==> src/rtl/dmem_arb_pkg.sv <==
// Shared encodings for the data-memory port arbiter: FSM states, port ids and
// the address-window test used on the granted port's address.
package dmem_arb_pkg;

    typedef enum logic [1:0] {
        ST_IDLE = 2'd0,
        ST_GNT0 = 2'd1,
        ST_GNT1 = 2'd2
    } arb_state_e;

    localparam int PORT_CPU = 0;
    localparam int PORT_DMA = 1;

    // Signed int compare keeps a zero lower limit from folding into a constant.
    function automatic logic in_window(input logic [7:0] addr, input int lo, input int hi);
        int a;
        a = int'({24'd0, addr});
        return (a >= lo) && (a <= hi);
    endfunction

endpackage

==> src/rtl/dmem_port_arbiter.sv <==
// Round-robin arbiter between the CPU (port 0) and DMA/debug loader (port 1) in
// front of the 8-bit data memory, with capped locked bursts and an address window.
module dmem_port_arbiter
    import dmem_arb_pkg::*;
#(
    parameter int LOWER_DMEM_LIMIT  = 0,
    parameter int HIGHER_DMEM_LIMIT = 255,
    parameter int MAX_BURST         = 4
) (
    input  logic       clk,
    input  logic       reset,
    input  logic       req0,
    input  logic       req1,
    input  logic       lock0,
    input  logic       lock1,
    input  logic       we0,
    input  logic       we1,
    input  logic [7:0] addr0,
    input  logic [7:0] addr1,
    input  logic [7:0] wdata0,
    input  logic [7:0] wdata1,
    output logic       gnt0,
    output logic       gnt1,
    output logic       ack0,
    output logic       ack1,
    output logic       err0,
    output logic       err1,
    output logic [7:0] rdata,
    output logic       sigMemRead,
    output logic       sigMemWrite,
    output logic [7:0] dataAddress,
    output logic [7:0] writeData,
    input  logic [7:0] readData,
    output arb_state_e state_dbg_o
);

    arb_state_e state_q, state_d;
    logic       last_served_q, last_served_d;
    logic [7:0] burst_cnt_q, burst_cnt_d;

    logic       sel1;
    logic       act_req, act_lock, act_we, other_req;
    logic [7:0] act_addr, act_wdata;
    logic       access, win, cap_hit;

    always_ff @(posedge clk or posedge reset) begin
        if (reset) begin
            state_q       <= ST_IDLE;
            last_served_q <= 1'b1;
            burst_cnt_q   <= 8'd0;
        end else begin
            state_q       <= state_d;
            last_served_q <= last_served_d;
            burst_cnt_q   <= burst_cnt_d;
        end
    end

    always_comb begin
        gnt0      = (state_q == ST_GNT0);
        gnt1      = (state_q == ST_GNT1);
        sel1      = gnt1;
        act_req   = sel1 ? req1   : req0;
        act_lock  = sel1 ? lock1  : lock0;
        act_we    = sel1 ? we1    : we0;
        act_addr  = sel1 ? addr1  : addr0;
        act_wdata = sel1 ? wdata1 : wdata0;
        other_req = sel1 ? req0   : req1;
        access    = (gnt0 | gnt1) & act_req;
        win       = in_window(act_addr, LOWER_DMEM_LIMIT, HIGHER_DMEM_LIMIT);
        cap_hit   = (burst_cnt_q == 8'(MAX_BURST - 1));

        ack0        = gnt0 & req0;
        ack1        = gnt1 & req1;
        err0        = ack0 & ~win;
        err1        = ack1 & ~win;
        sigMemWrite = access & act_we & win;
        sigMemRead  = access & ~act_we & win;
        dataAddress = access ? act_addr : 8'd0;
        writeData   = (access & act_we) ? act_wdata : 8'd0;
        rdata       = sigMemRead ? readData : 8'd0;
        state_dbg_o = state_q;
    end

    always_comb begin
        state_d       = state_q;
        last_served_d = last_served_q;
        burst_cnt_d   = burst_cnt_q;
        case (state_q)
            ST_IDLE: begin
                burst_cnt_d = 8'd0;
                if (req0 && req1)
                    state_d = last_served_q ? ST_GNT0 : ST_GNT1;
                else if (req0)
                    state_d = ST_GNT0;
                else if (req1)
                    state_d = ST_GNT1;
            end
            ST_GNT0, ST_GNT1: begin
                if (access) begin
                    last_served_d = sel1;
                    burst_cnt_d   = (burst_cnt_q == 8'hFF) ? burst_cnt_q : burst_cnt_q + 8'd1;
                end
                // Hand over without an idle bubble once the owner releases or hits the cap.
                if (other_req && (!act_req || !act_lock || cap_hit)) begin
                    state_d     = sel1 ? ST_GNT0 : ST_GNT1;
                    burst_cnt_d = 8'd0;
                end else if (!act_req) begin
                    state_d     = ST_IDLE;
                    burst_cnt_d = 8'd0;
                end
            end
            default: begin
                state_d     = ST_IDLE;
                burst_cnt_d = 8'd0;
            end
        endcase
    end

endmodule

==> config.mk <==
export PLATFORM = sky130hd
export DESIGN_NAME = dmem_port_arbiter
export DESIGN_NICKNAME = d
export VERILOG_FILES = /design/src/rtl/dmem_arb_pkg.sv /design/src/rtl/dmem_port_arbiter.sv
export SDC_FILE = /design/constraint.sdc
export NUM_CORES = 1
export LEC_CHECK = 0
export ABC_CLOCK_PERIOD_IN_PS = 2590
export CORE_ASPECT_RATIO = 0.5
export CORE_MARGIN = 2
export CORE_UTILIZATION = 34
export CTS_BUF_LIST = sky130_fd_sc_hd__clkbuf_8
export DETAILED_ROUTE_END_ITERATION = 8
export GPL_TIMING_DRIVEN = 0
export PLACE_DENSITY = 0.78
export RECOVER_POWER = 25
export SKIP_CTS_REPAIR_TIMING = 1
export SLEW_MARGIN = 15
export SYNTH_ARGS = -nofsm -noshare
export SYNTH_HDL_FRONTEND = slang
export SYNTH_SLANG_ARGS = --single-unit
==> constraint.sdc <==
create_clock -name clk -period 2.59 [get_ports clk]
set_input_delay 0.518 -clock clk [delete_from_list [all_inputs] [get_ports clk]]
set_output_delay 0.518 -clock clk [all_outputs]
set_load 0.1 [all_outputs]
# Word-level counts from Yosys, hierarchy flattened
# Cells that the tools add are included.
# totals
regBits	11
output_inout_bits	34
elab_cells	52
# op_classes
addsub	1
n_eq_ne	8
muxes	22
bitwise	7
n_reduce_logical	11
# op_table
op	count
8-bit 2-to-1 mux	10
2-bit 2-to-1 mux	7
4-bit inequality test, second input constant	3
8-bit by 1-bit adder with 8-bit output, second input constant	1
8-bit by 2-bit == test with 1-bit output, second input constant	1
8-bit == test, second input constant	1
2-bit AND reduction	3
1-bit AND	5
1-bit 2-to-1 mux	4
2-bit one-hot mux with 2 select lines	1
3-bit inequality test, second input constant	1
2-bit by 1-bit == test with 1-bit output, second input constant	1
2-bit == test, second input constant	1
1-bit logical AND	2
1-bit logical NOT	2
2-bit logical NOT	1
1-bit logical OR	2
2-bit OR reduction	1
1-bit NOT	1
1-bit OR	1

# Logic depth before layout (Yosys ltp)
# Gate-level depths: netlist (run 1).
# logic_depth
word_depth	8
depth_mapped	7
depth_no_buf	6

# Worst setup path after synthesis (run 1)
# Ideal clock, no wire load.
# synth_timing
path_kind	reg2out
from	register state_q[1], in the netlist state_dbg_o[1]
to	output port rdata[0]
t_arrival_ns	5.076
setup_slack_ns	-3.004
path_stages_with_launch	6
path_buffers	1
cell_sequence	dfrtp_1 > ha_1 > buf_2 > mux2_2 > nor2_1 > and2_1
# synth_via
elab_chain_cells	5
# synth_lines
item	line_no	text
from (decl)	dmem_port_arbiter.sv:37	arb_state_e state_q, state_d;
from (signal assigned)	dmem_port_arbiter.sv:52	state_q <= state_d;
2-bit == test (*)	dmem_port_arbiter.sv:60	gnt1 = (state_q == ST_GNT1);
named net gnt1	dmem_port_arbiter.sv:23	output logic gnt1,
1-bit OR (tied with other cells)	dmem_port_arbiter.sv:68	access = (gnt0 | gnt1) & act_req;
1-bit AND or 1-bit NOT (tied branches)	dmem_port_arbiter.sv:68, dmem_port_arbiter.sv:77	
1-bit AND (*)	dmem_port_arbiter.sv:77	sigMemRead = access & ~act_we & win;
named net sigMemRead	dmem_port_arbiter.sv:29	output logic sigMemRead,
8-bit 2-to-1 mux (*)	dmem_port_arbiter.sv:80	rdata = sigMemRead ? readData : 8'd0;
to (decl)	dmem_port_arbiter.sv:28	output logic [7:0] rdata,
# Mark *: on every way through the listed nets, which the timed path passes. The rest lies on a longest branch.

# Worst setup path in the final report (run 1)
# layout_timing
from	register state_q[0], in the netlist state_dbg_o[0]
to	output port writeData[7]
# layout_via
elab_chain_cells	5
# layout_lines
item	line_no	text
2-bit by 1-bit == test with 1-bit output or 2-bit == test (tied branches)	dmem_port_arbiter.sv:59, dmem_port_arbiter.sv:60	
1-bit OR or 1-bit 2-to-1 mux (tied branches)	dmem_port_arbiter.sv:68, dmem_port_arbiter.sv:62	
1-bit AND	dmem_port_arbiter.sv:68	
1-bit AND	dmem_port_arbiter.sv:79	writeData = (access & act_we) ? act_wdata : 8'd0;
8-bit 2-to-1 mux (*)	dmem_port_arbiter.sv:79	
to (decl)	dmem_port_arbiter.sv:32	output logic [7:0] writeData,
# Mark *: on every way between the ends. The rest lies on a longest branch, timed or not.

==> impl_summary.txt, run 1 <==
----------------------------------------------------
[Clock network]
  Cell chosen for the clock root ... clkbuf_8
  Latest clock arrival within the worst-skew pair ... ~240 ps
  Number of levels the H-tree was split into ... 1
  Max clock buf depth ... 2
  Num Clock Sinks ... 11
  TritonCTS buffer count ... 3
  TritonCTS clock tree ... yes
  Register clock-pin slew on the reported worst setup and hold paths ... ~50 ps

[Die]
  Number of ports placed on the die boundary ... 82
  DIE AREA ... between 3000 and 4000 um2
  Initial core utilization ... 35.29%
  Row count ... 14
  Vertical die dimension ... 43.32 um
  Horizontal die dimension ... 82.63 um
  Core area ... 2978 um2

[Run]
  Max cap viols ... 0

[Drt]
  DR vias/cell ... 4.819
  First-iteration detailed-routing DRC count ... 19
  Antenna-violating nets left ... 0
  Via total after detailed routing ... between 1k and 1.5k
  Wirelength, routed ... 3363 um
  Average routed wire per standard cell ... about 14 um
  Number of DRC violations after detailed routing ... 0
  Total iterations of the first detailed-routing run ... 4

[Power]
  Maximum ir drop on the vdd rail ... between 600 and 700 uV
  Cell leakage power ... 1.012 nW
  Power density cells ... between 1000 and 1500 nW/um2
  Total Power Consumption ... 0.002709 W

[Timing]
  Hold Violations, Final ... 0
  Share of the clock period used by the worst path after layout ... 98.80%
  Worst Tran Pin Value ... 968.8 ps
  Post-layout minimum cycle time ... 2559 ps
  Max Fclk ... a little under 400 MHz
  Max-slew headroom ... 35.21%
  Count of pins over their slew limit ... 0
  Worst clock skew ... 0.8571 ps
  Worst-case setup margin in the final layout ... a little over 30 ps
  Final setup violation count ... 0
  Final worst hold slack ... 563.7 ps
  Setup repair after global routing missed its margin ... yes

[Yosys]
  Seq cells post-synth ... 11
  Sequential-to-total area share from yosys stat ... a little over a quarter
  Number of synthesized flops with an enable pin ... 0
  Post-synth ARST share ... 100.0%
  Average size of a mapped cell ... 8.832 um2
  Post-Syn Instances ... about 120
  Post-synthesis cell area ... between 1000 and 1500 um2
  Top flip-flop cell by instance count after synthesis ... dfrtp_1
  Netlist cell types ... 37
  Total of warnings raised by yosys ... 0

[Placed design]
  Final estimated routing congestion in global placement ... ~0.8
  Cell count after placement ... 239
  Pre-CTS setup slack ... -1064 ps
  Number of input and output port buffers inserted ... 79
  Hpwl dp ... 2619 um

[Finish]
  Antenna Diode Count ... 0
  Area delta synth->final ... 111.5%
  Proportion of layout cells with a drive suffix above 1 ... roughly two fifths
  Number of standard cells in the layout, taps in and fillers out ... 249
  Net count, final ... 264
  Utilization after layout ... 74.66%
  Count of fill cells added during filler insertion ... 228

[Global routing]
  Combined global-route utilization of all metal layers ... between 10% and 20%
  Maximum number of pins on one net before global-route repair ... 12
  First-pass GRT wire length ... 5023 um
  Initial antenna violation count ... 0
  GR Overflow Total ... 0
  Number of global-route vias before repair ... 1113

[Setup path]
  Arrival time of the worst setup path ... 2040 ps
  Startpoint type of the worst setup path ... flip-flop
  Endpoint class of the critical path ... primary output
  Crit path required time ... 2070 ps
  Worst Path Class, Setup ... reg2out
  Highest net fanout along the worst path ... 10

[Min path]
  Hold WC Path Type ... reg2reg

[Run status]
  Result of the run ... finished clean

----------------------------------------------------
## logic make-up (layout without fill, tap and decap cells)
kind of cell | count (synthesis) | count (layout) | share of synthesized area [%]
compound gates | 15 | 15 | 10.71
other cells | 1 | 2 | 0.3568
simple gates | 50 | 51 | 26.19
flops | 11 | 11 | 26.31
buf+inv | 11 | 99 | 4.880
fa+ha+maj | 6 | 6 | 7.143
xor+xnor | 1 | 1 | 0.8335
mux | 24 | 24 | 23.57
## critical path, cell delays in order, from the launching register on
cell,delay [ps]
dfrtp_4,510
inv_4,80
ha_4,140
buf_12,130
mux2_4,340
nand3_4,100
buf_4,170
nor2_4,30
clkbuf_4,280
## through the flow
step,area (um2),setup TNS (ps)
after detailed placement,2093,-26260
after global placement,2093,-25400
after global routing,2223,-110.9
after floorplan,1252,-8561
final,2223,0
after CTS,2138,-26560
## cells in the mapped netlist (2+ instances only)
cell      instances  share of area, %
ha_1              6               7.1
dfrtp_1          10                24
nand3b_1          2               1.4
a31oi_1           2               1.2
nor3_1            3               1.4
buf_2             2              0.95
mux2_1            2               2.1
nand4_1           2               1.2
and2_1           11               6.5
nor2_1           21               7.5
o22ai_1           2               1.2
and4_1            2               1.7
buf_4             2               1.4
a211oi_1          3               2.1
mux2i_1          18                17
mux2_2            4               4.3
a21oi_1           2              0.95
inv_1             6               2.1
## registers in the layout, indices dropped and copies added, names as in the netlist
| signal | cells |
|---|---|
| burst_cnt_q | 8 |
| last_served_q | 1 |
| state_dbg_o | 2 |
## cells in the final DEF (no fill, tap or decap), drive strengths merged, types with 2 or more instances in the layout
master,synthesis,layout
nor2,21,22
nand3b,2,2
mux2i,18,18
a21oi,2,2
a31oi,2,2
ha,6,6
nor3,3,3
clkbuf,1,11
inv,6,6
nand4,2,2
o22ai,2,2
dfrtp,10,10
buf,4,28
and4,2,2
and2,11,11
dlymetal6s2s,0,6
clkdlybuf4s50,0,46
a211oi,3,3
conb,1,2
mux2,6,6
## metal layers
| metal | vias up | wire [um] | track usage (%) |
|---|---|---|---|
| met5 | - | 0 | 0 |
| met4 | 0 | 55 | 6.885 |
| met3 | 6 | 245 | 2.340 |
| met2 | 35 | 1632 | 31.94 |
| met1 | 555 | 1429 | 22.25 |
| li1 | 604 | - | - |
## where the power goes
group | leakage [nW] | internal (W) | switching [W]
registers | 0.144 | 0.000216 | 0.0000396
clock network | 0.0269 | 0.000104 | 0.0000658
logic | 0.841 | 0.000712 | 0.00157
## final cells by class
cell class / count / area, um2 / area share, %
Multi-Input combinational cell: 99 / 924.6 / 41.59
Timing Repair Buffer: 84 / 828.3 / 37.25
Sequential cell: 11 / 284.0 / 12.77
Buffer: 5 / 62.56 / 2.814
Tap cell: 40 / 50.05 / 2.251
Clock buffer: 3 / 41.29 / 1.857
Inverter: 6 / 28.78 / 1.294
Clock inverter: 1 / 3.754 / 0.1688
## worst paths after layout
check / slack (ps) / endpoint / startpoint / cells past startpoint
worst max register to register: 480 / state_dbg_o[1]$_DFFE_PP0P_ / burst_cnt_q[0]$_DFFE_PP0P_ / 5
worst min register to register: 560 / burst_cnt_q[1]$_DFFE_PP0P_ / burst_cnt_q[1]$_DFFE_PP0P_ / 2
worst max-delay path: 30 / writeData[7] / state_dbg_o[0]$_DFFE_PP0P_ / 8
min in group asynchronous: 710 / burst_cnt_q[7]$_DFFE_PP0P_ / reset / 2
worst min-delay path: 560 / burst_cnt_q[1]$_DFFE_PP0P_ / burst_cnt_q[1]$_DFFE_PP0P_ / 2
max in group asynchronous: 1560 / state_dbg_o[1]$_DFFE_PP0P_ / reset / 2
Note: power is estimated with default switching activity, not from simulation.
==> run 2: changes to the inputs <==
CTS_CLUSTER_SIZE = 40   (was unset)
==> results of run 2 <==
The final DEF is identical to that of run 1; final timing and power are the same.
